--- src/rtl/vga_timing_scaled.sv ---
// vga_timing_scaled: raster timing generator that also maps the active area onto an
// integer-scaled source window.
//
// The h/v counters free-run over H_TOTAL x V_TOTAL. A rising edge on frame_sync_in is
// synchronised, and when lock_en is set it realigns both counters to (0,0). Every output is
// decoded from the counter state and then delayed by PIPE register stages, so all outputs
// stay mutually aligned.
//
// Ports:
//   clk, reset        pixel clock; asynchronous active-high reset
//   frame_sync_in     asynchronous frame-start request (rising edge)
//   lock_en           enables realignment to frame_sync_in
//   hs, vs            syncs at the configured polarity
//   de, x, y          active video flag and active coordinates (0 outside the active area)
//   win_en            pixel lies inside the scaled window
//   win_x, win_y      source pixel coordinates (0 outside the window)
//   win_grid          first raster row or column of a source pixel
//   line_start        one-cycle pulse at h=0
//   frame_start       one-cycle pulse at h=0, v=0
//   locked            frame alignment status
module vga_timing_scaled #(
    parameter int unsigned H_ACT   = 640,
    parameter int unsigned H_FRONT = 16,
    parameter int unsigned H_SYNC  = 96,
    parameter int unsigned H_BACK  = 48,
    parameter int unsigned V_ACT   = 480,
    parameter int unsigned V_FRONT = 10,
    parameter int unsigned V_SYNC  = 2,
    parameter int unsigned V_BACK  = 33,
    parameter bit          HS_POL  = 1'b0,
    parameter bit          VS_POL  = 1'b0,
    parameter int unsigned SCALE   = 3,
    parameter int unsigned WIN_W   = 160,
    parameter int unsigned WIN_H   = 144,
    parameter int unsigned WIN_X0  = 80,
    parameter int unsigned WIN_Y0  = 24,
    parameter int unsigned PIPE    = 2,
    parameter int unsigned CW      = 11
) (
    input  logic          clk,
    input  logic          reset,
    input  logic          frame_sync_in,
    input  logic          lock_en,
    output logic          hs,
    output logic          vs,
    output logic          de,
    output logic [CW-1:0] x,
    output logic [CW-1:0] y,
    output logic          win_en,
    output logic [7:0]    win_x,
    output logic [7:0]    win_y,
    output logic          win_grid,
    output logic          line_start,
    output logic          frame_start,
    output logic          locked
);

    localparam int unsigned H_TOTAL = H_ACT + H_FRONT + H_SYNC + H_BACK;
    localparam int unsigned V_TOTAL = V_ACT + V_FRONT + V_SYNC + V_BACK;

    localparam logic [CW-1:0] H_LAST  = CW'(H_TOTAL - 1);
    localparam logic [CW-1:0] V_LAST  = CW'(V_TOTAL - 1);
    localparam logic [CW-1:0] H_ACT_C = CW'(H_ACT);
    localparam logic [CW-1:0] V_ACT_C = CW'(V_ACT);
    localparam logic [CW-1:0] HS_BEG  = CW'(H_ACT + H_FRONT);
    localparam logic [CW-1:0] HS_END  = CW'(H_ACT + H_FRONT + H_SYNC);
    localparam logic [CW-1:0] VS_BEG  = CW'(V_ACT + V_FRONT);
    localparam logic [CW-1:0] VS_END  = CW'(V_ACT + V_FRONT + V_SYNC);
    localparam logic [CW-1:0] WX_BEG  = CW'(WIN_X0);
    localparam logic [CW-1:0] WX_END  = CW'(WIN_X0 + WIN_W * SCALE);
    localparam logic [CW-1:0] WY_BEG  = CW'(WIN_Y0);
    localparam logic [CW-1:0] WY_END  = CW'(WIN_Y0 + WIN_H * SCALE);
    localparam logic [2:0]    SUB_LAST = 3'(SCALE - 1);

    typedef struct packed {
        logic          hs;
        logic          vs;
        logic          de;
        logic [CW-1:0] x;
        logic [CW-1:0] y;
        logic          win_en;
        logic [7:0]    win_x;
        logic [7:0]    win_y;
        logic          win_grid;
        logic          line_start;
        logic          frame_start;
        logic          locked;
    } out_t;

    localparam out_t OUT_RST = '{hs: ~HS_POL, vs: ~VS_POL, default: '0};

    // ---------------------------------------------------------------------------------------
    // Frame sync: 2-FF synchroniser, third stage for edge detection, registered edge pulse.
    // ---------------------------------------------------------------------------------------
    logic [2:0] sync_q;
    logic       edge_q;

    always_ff @(posedge clk or posedge reset) begin
        if (reset) begin
            sync_q <= '0;
            edge_q <= 1'b0;
        end else begin
            sync_q <= {sync_q[1:0], frame_sync_in};
            edge_q <= sync_q[1] & ~sync_q[2];
        end
    end

    // ---------------------------------------------------------------------------------------
    // Raster counters and lock tracking
    // ---------------------------------------------------------------------------------------
    logic [CW-1:0] h_q, h_d, v_q, v_d;
    logic [1:0]    miss_q, miss_d;
    logic          locked_q, locked_d;
    logic          h_wrap, v_wrap;

    assign h_wrap = (h_q == H_LAST);
    assign v_wrap = h_wrap && (v_q == V_LAST);

    always_comb begin
        h_d      = h_wrap ? '0 : h_q + 1'b1;
        v_d      = v_q;
        miss_d   = miss_q;
        locked_d = locked_q;
        if (h_wrap) begin
            v_d = v_wrap ? '0 : v_q + 1'b1;
        end
        if (!lock_en) begin
            miss_d   = '0;
            locked_d = 1'b0;
        end else if (edge_q) begin
            // Realignment wins over a coincident natural wrap: one jump to (0,0), no double pulse.
            h_d      = '0;
            v_d      = '0;
            miss_d   = '0;
            locked_d = (v_q == V_LAST) || (v_q == '0);
        end else if (v_wrap) begin
            // A second frame without a sync edge drops the lock.
            if (miss_q != 2'd0) begin
                locked_d = 1'b0;
            end
            miss_d = (miss_q == 2'd2) ? 2'd2 : miss_q + 2'd1;
        end
    end

    always_ff @(posedge clk or posedge reset) begin
        if (reset) begin
            h_q      <= '0;
            v_q      <= '0;
            miss_q   <= '0;
            locked_q <= 1'b0;
        end else begin
            h_q      <= h_d;
            v_q      <= v_d;
            miss_q   <= miss_d;
            locked_q <= locked_d;
        end
    end

    // ---------------------------------------------------------------------------------------
    // Window divider counters. They track the counter state exactly; they are restarted at the
    // window's left/top edge, so whatever they hold elsewhere is never used.
    // ---------------------------------------------------------------------------------------
    logic [2:0] xs_q, xs_d, ys_q, ys_d;
    logic [7:0] xw_q, xw_d, yw_q, yw_d;

    always_comb begin
        xs_d = xs_q;
        xw_d = xw_q;
        ys_d = ys_q;
        yw_d = yw_q;
        if (h_d == WX_BEG) begin
            xs_d = '0;
            xw_d = '0;
        end else if (xs_q == SUB_LAST) begin
            xs_d = '0;
            xw_d = xw_q + 8'd1;
        end else begin
            xs_d = xs_q + 3'd1;
        end
        // Vertical counters advance once per line start, including a forced one.
        if (h_d == '0) begin
            if (v_d == WY_BEG) begin
                ys_d = '0;
                yw_d = '0;
            end else if (ys_q == SUB_LAST) begin
                ys_d = '0;
                yw_d = yw_q + 8'd1;
            end else begin
                ys_d = ys_q + 3'd1;
            end
        end
    end

    always_ff @(posedge clk or posedge reset) begin
        if (reset) begin
            xs_q <= '0;
            xw_q <= '0;
            ys_q <= '0;
            yw_q <= '0;
        end else begin
            xs_q <= xs_d;
            xw_q <= xw_d;
            ys_q <= ys_d;
            yw_q <= yw_d;
        end
    end

    // ---------------------------------------------------------------------------------------
    // Output decode from the counter state
    // ---------------------------------------------------------------------------------------
    out_t out_c;
    logic de_c, vact_c, win_c;

    always_comb begin
        vact_c = (v_q < V_ACT_C);
        de_c   = (h_q < H_ACT_C) && vact_c;
        win_c  = de_c && (h_q >= WX_BEG) && (h_q < WX_END) && (v_q >= WY_BEG) && (v_q < WY_END);

        out_c             = OUT_RST;
        out_c.hs          = ((h_q >= HS_BEG) && (h_q < HS_END)) ? HS_POL : ~HS_POL;
        out_c.vs          = ((v_q >= VS_BEG) && (v_q < VS_END)) ? VS_POL : ~VS_POL;
        out_c.de          = de_c;
        out_c.x           = de_c ? h_q : '0;
        // y stays valid across the horizontal blanking of active lines.
        out_c.y           = vact_c ? v_q : '0;
        out_c.win_en      = win_c;
        out_c.win_x       = win_c ? xw_q : '0;
        out_c.win_y       = win_c ? yw_q : '0;
        out_c.win_grid    = win_c && ((xs_q == '0) || (ys_q == '0));
        out_c.line_start  = (h_q == '0);
        out_c.frame_start = (h_q == '0) && (v_q == '0);
        out_c.locked      = locked_q;
    end

    // ---------------------------------------------------------------------------------------
    // Output pipeline
    // ---------------------------------------------------------------------------------------
    out_t pipe_q [PIPE];

    always_ff @(posedge clk or posedge reset) begin
        if (reset) begin
            for (int i = 0; i < PIPE; i++) begin
                pipe_q[i] <= OUT_RST;
            end
        end else begin
            pipe_q[0] <= out_c;
            for (int i = 1; i < PIPE; i++) begin
                pipe_q[i] <= pipe_q[i-1];
            end
        end
    end

    assign hs          = pipe_q[PIPE-1].hs;
    assign vs          = pipe_q[PIPE-1].vs;
    assign de          = pipe_q[PIPE-1].de;
    assign x           = pipe_q[PIPE-1].x;
    assign y           = pipe_q[PIPE-1].y;
    assign win_en      = pipe_q[PIPE-1].win_en;
    assign win_x       = pipe_q[PIPE-1].win_x;
    assign win_y       = pipe_q[PIPE-1].win_y;
    assign win_grid    = pipe_q[PIPE-1].win_grid;
    assign line_start  = pipe_q[PIPE-1].line_start;
    assign frame_start = pipe_q[PIPE-1].frame_start;
    assign locked      = pipe_q[PIPE-1].locked;

endmodule

--- config.mk ---
export PLATFORM = sky130hd
export DESIGN_NAME = vga_timing_scaled
export DESIGN_NICKNAME = d
export VERILOG_FILES = /design/src/rtl/vga_timing_scaled.sv
export SDC_FILE = /design/constraint.sdc
export NUM_CORES = 1
export LEC_CHECK = 0
export BUFFER_PORTS_ARGS = -buffer_cell sky130_fd_sc_hd__buf_2
export CAP_MARGIN = 20
export CORE_MARGIN = 8
export CORE_UTILIZATION = 45
export CTS_CLUSTER_DIAMETER = 50
export CTS_CLUSTER_SIZE = 25
export DETAILED_ROUTE_END_ITERATION = 10
export MAX_ROUTING_LAYER = met4
export PLACE_DENSITY = 0.68
export SLEW_MARGIN = 20
export SYNTH_ARGS = -nofsm -noshare
export SYNTH_HDL_FRONTEND = slang
export SYNTH_SLANG_ARGS = --single-unit
--- constraint.sdc ---
create_clock -name clk -period 6.8 [get_ports clk]
set_input_delay 1.36 -clock clk [delete_from_list [all_inputs] [get_ports clk]]
set_output_delay 1.36 -clock clk [all_outputs]
set_load 0.01 [all_outputs]
==> results.md, run 1 <==
- Measured slew at the worst slew-check pin: 967 ps
- Dpl cell area: 5900 um^2
- Reg-to-Reg Start: h_q[0]
- Seq/Total Area, Yosys: 61.8%
- Gpl congestion: 0.845
- First-pass GRT wire length: 16.4 mm
- Root Driver: clkbuf_16
- R2r worst-path depth: 8
- P_int: 1.69 mW
- # IOs: 50
- Share of cells above drive strength 1: 19.5%
- Final period util: 51.5%
- Critical Path AT: 3760 ps
- Hold WC Path Type: register to register
- Avg Cell Area, Syn: 12.0 um^2
- Antenna diodes: 0
- Yosys cell types: 57
- Layout Nets: 506
- Via/cell ratio: 4.95
- Postcts setup bufs: 0
- Max Cap Viol: 0
- Setup CP Type: register to register
- Clock period minus worst slack: 3500 ps
- Min-delay src: pipe_q[83]
- FF-to-FF End: ys_q[0]
- Initial antenna violation count: 0
- Slew margin rel.: 35.4%
- First-iteration detailed-routing DRC count: 304
- PortBufs: 49
- Area delta synth->final: 12.6%
- Fin. max-slew vios: 0
- Grt total ovfl: 0
- DR DRC count: 0
- # resized after CTS: 0
- Number of global-route vias before repair: 3420
- Post-DP HPWL: 6.48 mm
- Hold Crit Depth: 0
- CP endpoint kind: register
- CTS tree: yes
- Die span in x: 129 um
- Max Fclk: 286 MHz
- Top cells by area, synth: dfrtp_1, buf_4, and2_1
- Clk sinks: 143
- Largest net degree at the start of global routing: 86
- Reg clk slew, reported paths: 60 ps
- Pwr Density: 344 nW/um^2
- H-tree depth: 4
- Final Hold Vio Count: 0
- Rows: 41
- Clock buffer depth: 2
- Hold worst-path end: x[5]
- Net Switching: 0.552 mW
- Commonest non-fill, non-tap cell in the layout: dfrtp_1
- LEAKAGE: 3.19 nW
- Comb pwr share: 12.0%
- Total Die Area: 16800 um^2
- Post-Route Skew: 5.37 ps
- Drt wl/cell: 14.3 um
- CTS hold repair buffers: 0
- Reg2reg setup slack: 3300 ps
- Clock power share: 42.5%
- Initial core utilization: 45.9%
- EDFF count, synth: 0
- Antenna Nets Post-Route: 0
- Fin area: 6520 um^2
- Post-synth ARST share: 100%
- DRT Wirelength: 9.71 mm
- Worst path required time: 7060 ps
- Most frequent cells in the layout: dfrtp_1, buf_2, nand2_1
- CTS Buf Count: 17
- Core ar.: 12600 um^2
- #FFs+latches synth: 143
- Switch share: 24.6%
- Worst-Skew Late Latency: 420 ps
- Top-area cell type share of the netlist area: 60.0%
- Top_reg_cell synth: dfrtp_1
- WHS: 345 ps
- RSZ-0062 raised after global routing: no
- Largest area contributor in the netlist: dfrtp_1
- Synth Cell Area: 5800 um^2
- CP max FO: 12
- Die Y: 129 um
- Final setup vio count: 0
- Sequential share of power: 45.5%
- GR Util All Layers: 12.9%
- DR pass1 iterations: 4
- CP startpoint kind: register
- Via Count: 3365
- Cells after Synth: 483
- Worst vdd ir: 0.133 mV
- Total number of yosys warnings: 0
- Post-Route Setup TNS: 0 ps
- Filler Cell Count: 1128
- Status: complete, no violations
==> power groups by stage <==
stage	clock [mW]	combinational [mW]	sequential (mW)
6_report	0.953	0.269	1.02
5_1_grt	1.01	0.303	1.04
4_1_cts	0.975	0.273	1.02
3_5_place_dp	0	0.271	1.04
3_3_place_gp	0	0.259	1.03
2_1_floorplan	0	0.249	1.00
==> critical path, stage by stage (launching register included) <==
cell and delay (ps):
dfrtp_1 430, ha_1 300, nand3_1 400, nor3_4 540, nand4_1 200, xnor2_1 210
nor4_4 660, or2_1 480, o31ai_1 110
==> stage by stage <==
stage	setup slack [ps]	instances	power (mW)	utilization (%)
after global placement	3410	648	1.29	46.7
after global routing	3100	680	2.35	51.7
after detailed placement	3350	648	1.31	46.7
after CTS	3330	680	2.27	51.7
after floorplan	1610	485	1.25	-
final	3300	680	2.24	51.7
==> kinds of logic after synthesis <==
| logic type | synth area share (%) |
|---|---|
| AOI/OAI and AO/OA | 6.28 |
| xor gates and xnor gates | 4.68 |
| adders and majority gates | 1.51 |
| buffers and inverters | 7.56 |
| DFF | 61.8 |
| muxes | 0.173 |
| other | 0.0647 |
| and+or+nand+nor | 17.9 |
==> layer usage <==
| layer | vias to the layer above | wire [um] | GRT usage, % |
|---|---|---|---|
| met5 | - | 0 | - |
| met4 | 0 | 225 | 6.69 |
| met3 | 18 | 588 | 4.40 |
| met2 | 79 | 4550 | 19.2 |
| met1 | 1660 | 4340 | 15.4 |
| li1 | 1608 | - | - |
==> cell usage after synthesis, drive strengths merged (2+ instances only) <==
master	n
xnor2	15
dfrtp	139
and2	35
and4	5
nor3	13
nor4	7
o31ai	9
nand2	36
a2bb2oi	8
nand4	6
or3	2
o311ai	2
o21ai	6
nor4b	3
nor3b	4
nor2	29
a21oi	8
nand3	12
dfstp	4
ha	7
o21a	2
nand2b	4
clkbuf	11
or2	2
nand3b	2
or4b	2
a31oi	2
inv	12
xor2	16
buf	49
and3	11
nor2b	5
==> worst max-delay path by stage <==
stage | start | to | slack, ps | cells past startpoint
global placement | lock_en | xw_q[1] | 3410 | 7
floorplan | reset | de | 1610 | 1
global route | h_q[0] | ys_q[0] | 3100 | 8
finish | h_q[0] | ys_q[0] | 3300 | 8
detailed placement | h_q[0] | ys_q[0] | 3350 | 8
CTS | h_q[0] | ys_q[0] | 3330 | 8
==> flip-flops by register name, indices dropped and copies added (netlist names), 2 cells and up <==
register / flops
ys_q: 3
miss_q: 2
win_y: 8
y: 11
v_q: 11
h_q: 11
win_x: 8
yw_q: 8
xw_q: 8
sync_q: 3
x: 11
xs_q: 3
pipe_q: 46
==> area by class of cell <==
cell class / count / area [um^2] / area share, %
flip-flops and latches: 143 / 3580 / 54.9
multi-input cells: 270 / 1790 / 27.4
clock buffers: 22 / 464 / 7.12
repair buffers: 51 / 264 / 4.05
well taps: 172 / 215 / 3.30
clock inverters: 10 / 160 / 2.45
inverters: 12 / 50.0 / 0.767
No activity file was read; power rests on OpenSTA's default activity.
==> run 2: changes to the inputs <==
Settings changed: PLACE_DENSITY 0.68 to 0.7.
Clock period 6.8 ns to 3.1 ns, I/O delays scaled along.
==> run 2 against run 1 <==
Effect of this change: non-clock buffer count is 15 higher; fmax is 22% higher; critical path type unchanged; largest cell class unchanged; critical path depth is 1 higher.
==> results.md, run 2 (same netlist as run 1, synthesis figures left out) <==
- Status: complete, no violations
- Via Count: 3421
- GR Util All Layers: 13.5%
- H-tree depth: 4
- CTS hold repair buffers: 0
- Reg clk slew, reported paths: 60 ps
- Hold WC Path Type: input port to async pin
- WP buf/inv: 1
- Worst vdd ir: 0.297 mV
- CP startpoint kind: register
- Via/cell ratio: 4.92
- Critical-path top delay cell: or3b_2
- Pwr Density: 737 nW/um^2
- PortBufs: 49
- Dpl cell area: 6030 um^2
- Core ar.: 12600 um^2
- Clk sinks: 143
- Setup CP Type: register to register
- Reg with most FFs: pipe_q
- Largest net degree at the start of global routing: 71
- Number of flip-flops in the largest register: 46
- Crit-path leading delay family: simple AND/OR/NAND/NOR gates
- Initial core utilization: 45.9%
- Commonest non-fill, non-tap cell in the layout: dfrtp_1
- CTS tree: yes
- First-iteration detailed-routing DRC count: 229
- Post-Route Skew: 6.84 ps
- Number of global-route vias before repair: 3511
- Initial antenna violation count: 0
- Layout Nets: 521
- Post-DP HPWL: 6.60 mm
- LEAKAGE: 3.25 nW
- CP endpoint kind: register
- Worst path required time: 3420 ps
- Drt wl/cell: 14.2 um
- Total Die Area: 16800 um^2
- Cell Count, Final, Fillers Out: 695
- Area of the multi-input gates: 1780 um^2
- Worst path max stage delay: 460 ps
- CP max FO: 13
- R2r worst-path depth: 9
- FF-to-FF End: yw_q[3]
- Gpl congestion: 0.843
- Postcts setup bufs: 0
- # IOs: 50
- DRT Wirelength: 9.84 mm
- Most frequent cells in the layout: dfrtp_1, buf_2, nand2_1
- Rows: 41
- CTS Buf Count: 17
- Worst-Skew Late Latency: 420 ps
- Critical Path AT: 3180 ps
- Grt total ovfl: 0
- Root Driver: clkbuf_16
- Reg-to-Reg Start: h_q[1]
- Filler Cell Count: 1112
- Post-Route Setup TNS: 0 ps
- Slew margin rel.: 51.8%
- Clock buffer depth: 2
- DR DRC count: 0
- RSZ-0062 raised after global routing: no
- Power Total: 4.89 mW
- Max Cap Viol: 0
- Crit-path cells: ha_2 -> nand3_1 -> buf_4 -> nor2_1 -> xnor2_1 -> or3b_2 -> o21ba_2 -> or2_2 -> o31ai_1
- Clock period minus worst slack: 2860 ps
- Area delta synth->final: 14.5%
- Share of cells above drive strength 1: 22.6%
- Die span in x: 129 um
- First-pass GRT wire length: 16.9 mm
- Final setup vio count: 0
- Fin. max-slew vios: 0
- Measured slew at the worst slew-check pin: 722 ps
- Die Y: 129 um
- DR pass1 iterations: 4
- WHS: 161 ps
- Placed Cells: 663
- Final Hold Vio Count: 0
- Fin area: 6630 um^2
- Reg2reg setup slack: 240 ps
- Max Fclk: 349 MHz
- Antenna Nets Post-Route: 0
- Register area: 3580 um^2
- Final period util: 92.4%
- Antenna diodes: 0
## run 2: cell count changes in the layout (fill, tap and decap cells not counted), sizes merged
cell,before,now
clkinv,5,4
buf,51,66
bufinv,4,3
clkinvlp,1,6
inv,12,13
clkbuf,22,18
## run 2: stage by stage
| stage | worst slack, ps | utilization (%) |
|---|---|---|
| floorplan | 457 | - |
| global placement | 323 | 47.8 |
| detailed placement | 178 | 47.8 |
| CTS | 197 | 52.5 |
| global route | 37.0 | 52.6 |
| finish | 236 | 52.6 |
## run 2: worst max-delay path by stage
stage	from	to	cells after the start
after floorplan	h_q[5]	yw_q[0]	10
after global placement	h_q[0]	ys_q[1]	9
after detailed placement	h_q[0]	yw_q[3]	9
after CTS	h_q[0]	yw_q[3]	9
after global routing	h_q[1]	yw_q[7]	9
final	h_q[1]	yw_q[3]	9
## run 2: final cells by class
class / instances / area share [%]
clock inverter: 14 / 2.49
multi-input combinational: 270 / 26.9
sequential: 143 / 54.0
timing repair buffer: 66 / 6.00
inverter: 12 / 0.736
tap: 172 / 3.24
clock buffer: 18 / 6.62
## run 2: worst reg2reg max path, stage by stage (launching register included)
cell and delay [ps]:
dfrtp_1 440, ha_2 270, nand3_1 90, buf_4 200, nor2_1 140, xnor2_1 160
or3b_2 460, o21ba_2 300, or2_2 450, o31ai_1 260
## run 2: repair_timing
action	4_1_cts	5_1_grt
gates resized for setup	0	2
endpoints found under the hold margin	0	0
setup endpoints to repair	0	2
## run 2: layer usage
layer	GRT usage (%)	vias up	part of all wire, %
li1	-	1638	-
met1	15.7	1692	44
met2	20.4	72	47
met3	4.60	19	6.0
met4	7.24	0	2.3
met5	-	-	0
## run 2: power by group
part,total (mW),internal (mW),switching (mW)
Sequential,2.24,2.06,0.181
Combinational,0.619,0.284,0.335
Clock,2.03,1.28,0.751
Total,4.89,3.62,1.27
==> run 3: changes to the inputs <==
Settings changed: PLACE_DENSITY 0.7 to 0.66.
==> run 3 against run 2 <==
Effect of this change: clock skew increased by 3.1 ps; die area unchanged; design area increased by 0.15%; cell count decreased by 0.43%; total power increased by 2.8%; utilization increased by 0.079 points; clock power increased by 8%; critical endpoint is now yw_q[2]; highest routed layer unchanged.
==> results.md, run 3 (same netlist as run 1, synthesis figures left out) <==
- Status: complete, no violations
- DRT Wirelength: 9.80 mm
- Crit-path cells: or4b_1 -> or3_1 -> nor3_2 -> o221ai_2 -> nor4_4 -> buf_4 -> a2bb2oi_1 -> o31ai_2
- Pwr Density: 757 nW/um^2
- Worst-Skew Late Latency: 420 ps
- Area delta synth->final: 14.6%
- CTS hold repair buffers: 0
- Critical Path End: yw_q[2]
- Root Driver: clkbuf_16
- Switch share: 24.4%
- Largest net degree at the start of global routing: 70
- Final period util: 93.0%
- Net Switching: 1.23 mW
- Worst path required time: 3390 ps
- First-pass GRT wire length: 16.7 mm
- Reg with most FFs: pipe_q
- Worst vdd ir: 0.319 mV
- Share of cells above drive strength 1: 21.5%
- Layout Nets: 518
- Via Count: 3347
- DR pass1 iterations: 4
- Final Hold Vio Count: 0
- Placed Cells: 660
- Setup slack after layout: 216 ps
- Number of global-route vias before repair: 3351
- Worst path max stage delay: 690 ps
- DR DRC count: 0
- Comb pwr share: 11.9%
- Critical Path AT: 3170 ps
- Antenna Nets Post-Route: 0
- # IOs: 50
- First-iteration detailed-routing DRC count: 179
- LEAKAGE: 3.26 nW
- CP startpoint kind: register
- RSZ-0062 raised after global routing: no
- Clk sinks: 143
- WP buf/inv: 1
- Total Die Area: 16800 um^2
- Clock power share: 43.6%
- CP Depth: 8
- P_int: 3.80 mW
- FF-to-FF End: yw_q[2]
- Filler Cell Count: 1122
- Fin. max-slew vios: 0
- GR Util All Layers: 13.2%
- CTS Buf Count: 17
- Grt total ovfl: 0
- Hold WC Path Type: input port to async pin
- Drt wl/cell: 14.2 um
- R2r worst-path depth: 8
- Gpl congestion: 0.880
- Measured slew at the worst slew-check pin: 939 ps
- Initial antenna violation count: 0
- Post-Route Setup TNS: 0 ps
- Post-DP HPWL: 6.61 mm
- Clock period minus worst slack: 2880 ps
- Post-Route Skew: 9.98 ps
- Place WS: 190 ps
- Rows: 41
- Crit-path leading delay family: simple AND/OR/NAND/NOR gates
- Via/cell ratio: 4.84
- Reg2reg setup slack: 220 ps
- Antenna diodes: 0
- Commonest non-fill, non-tap cell in the layout: dfrtp_1
- Most frequent cells in the layout: dfrtp_1, buf_2, nand2_1
- PortBufs: 49
- Die span in x: 129 um
- Clock buffer depth: 2
- Worst Setup SP: h_q[6]
- CTS tree: yes
- CP max FO: 9
- H-tree depth: 4
- Number of flip-flops in the largest register: 46
- Postcts setup bufs: 0
- Initial core utilization: 45.9%
- Cell Count, Final, Fillers Out: 692
- Max Cap Viol: 0
- Die Y: 129 um
- Sequential share of power: 44.6%
- Critical-path top delay cell: or4b_1
- CP endpoint kind: register
- Final setup vio count: 0
- Core ar.: 12600 um^2
- Setup CP Type: register to register
- Reg-to-Reg Start: h_q[6]
- Slew margin rel.: 37.3%
- Max Fclk: 347 MHz
- Reg clk slew, reported paths: 50 ps
==> run 3: cell types whose count changed in the layout (fill, tap and decap cells not counted), sizes merged <==
cell,delta
buf,-3
inv,-2
bufinv,+2
clkinvlp,-3
clkbuf,+3
==> run 3: per-stage QoR <==
| step | instance area (um^2) | total power [mW] | utilization [%] | hold slack (ps) |
|---|---|---|---|---|
| finish | 6640 | 5.03 | 52.6 | 187 |
| global route | 6640 | 5.27 | 52.6 | 204 |
| CTS | 6640 | 5.08 | 52.6 | 182 |
| detailed placement | 5990 | 2.87 | 47.5 | 335 |
| global placement | 5990 | 2.83 | 47.5 | 332 |
| floorplan | 5810 | 2.75 | - | 331 |
==> run 3: timing repair <==
action	4_1_cts	5_1_grt
endpoints found under the setup margin	0	4
gates resized for setup	0	2
hold endpoints to repair	0	0
==> run 3: power groups by stage <==
stage | Combinational [mW] | Sequential (mW) | Clock (mW)
3_5_place_dp | 0.601 | 2.27 | 0
3_3_place_gp | 0.576 | 2.25 | 0
6_report | 0.598 | 2.24 | 2.19
2_1_floorplan | 0.547 | 2.20 | 0
4_1_cts | 0.604 | 2.24 | 2.23
5_1_grt | 0.680 | 2.27 | 2.32
==> run 3: worst min-delay path by stage <==
stage / cells past startpoint / to / start / slack [ps]
after detailed placement: 0 / x[5] / pipe_q[83] / 330
after global routing: 2 / line_start / reset / 200
after floorplan: 0 / de / pipe_q[89] / 330
final: 2 / line_start / reset / 190
after global placement: 0 / locked / pipe_q[46] / 330
after CTS: 2 / line_start / reset / 180
==> run 3: layer usage <==
layer / global-route usage [%] / part of all wire, % / vias to the layer above
li1: - / - / 1626
met4: 5.12 / 1.5 / 0
met2: 19.1 / 46 / 61
met5: - / 0 / -
met1: 16.6 / 47 / 1648
met3: 4.56 / 5.2 / 12
==> run 3: final cells by class <==
cell class	instances	area, um^2	share of cell area, %
clock inverter	11	189	2.84
clock buffer	21	460	6.93
timing repair buffer	63	363	5.46
tap	172	215	3.24
sequential	143	3580	53.9
inverter	12	48.8	0.734
multi-input combinational	270	1780	26.9
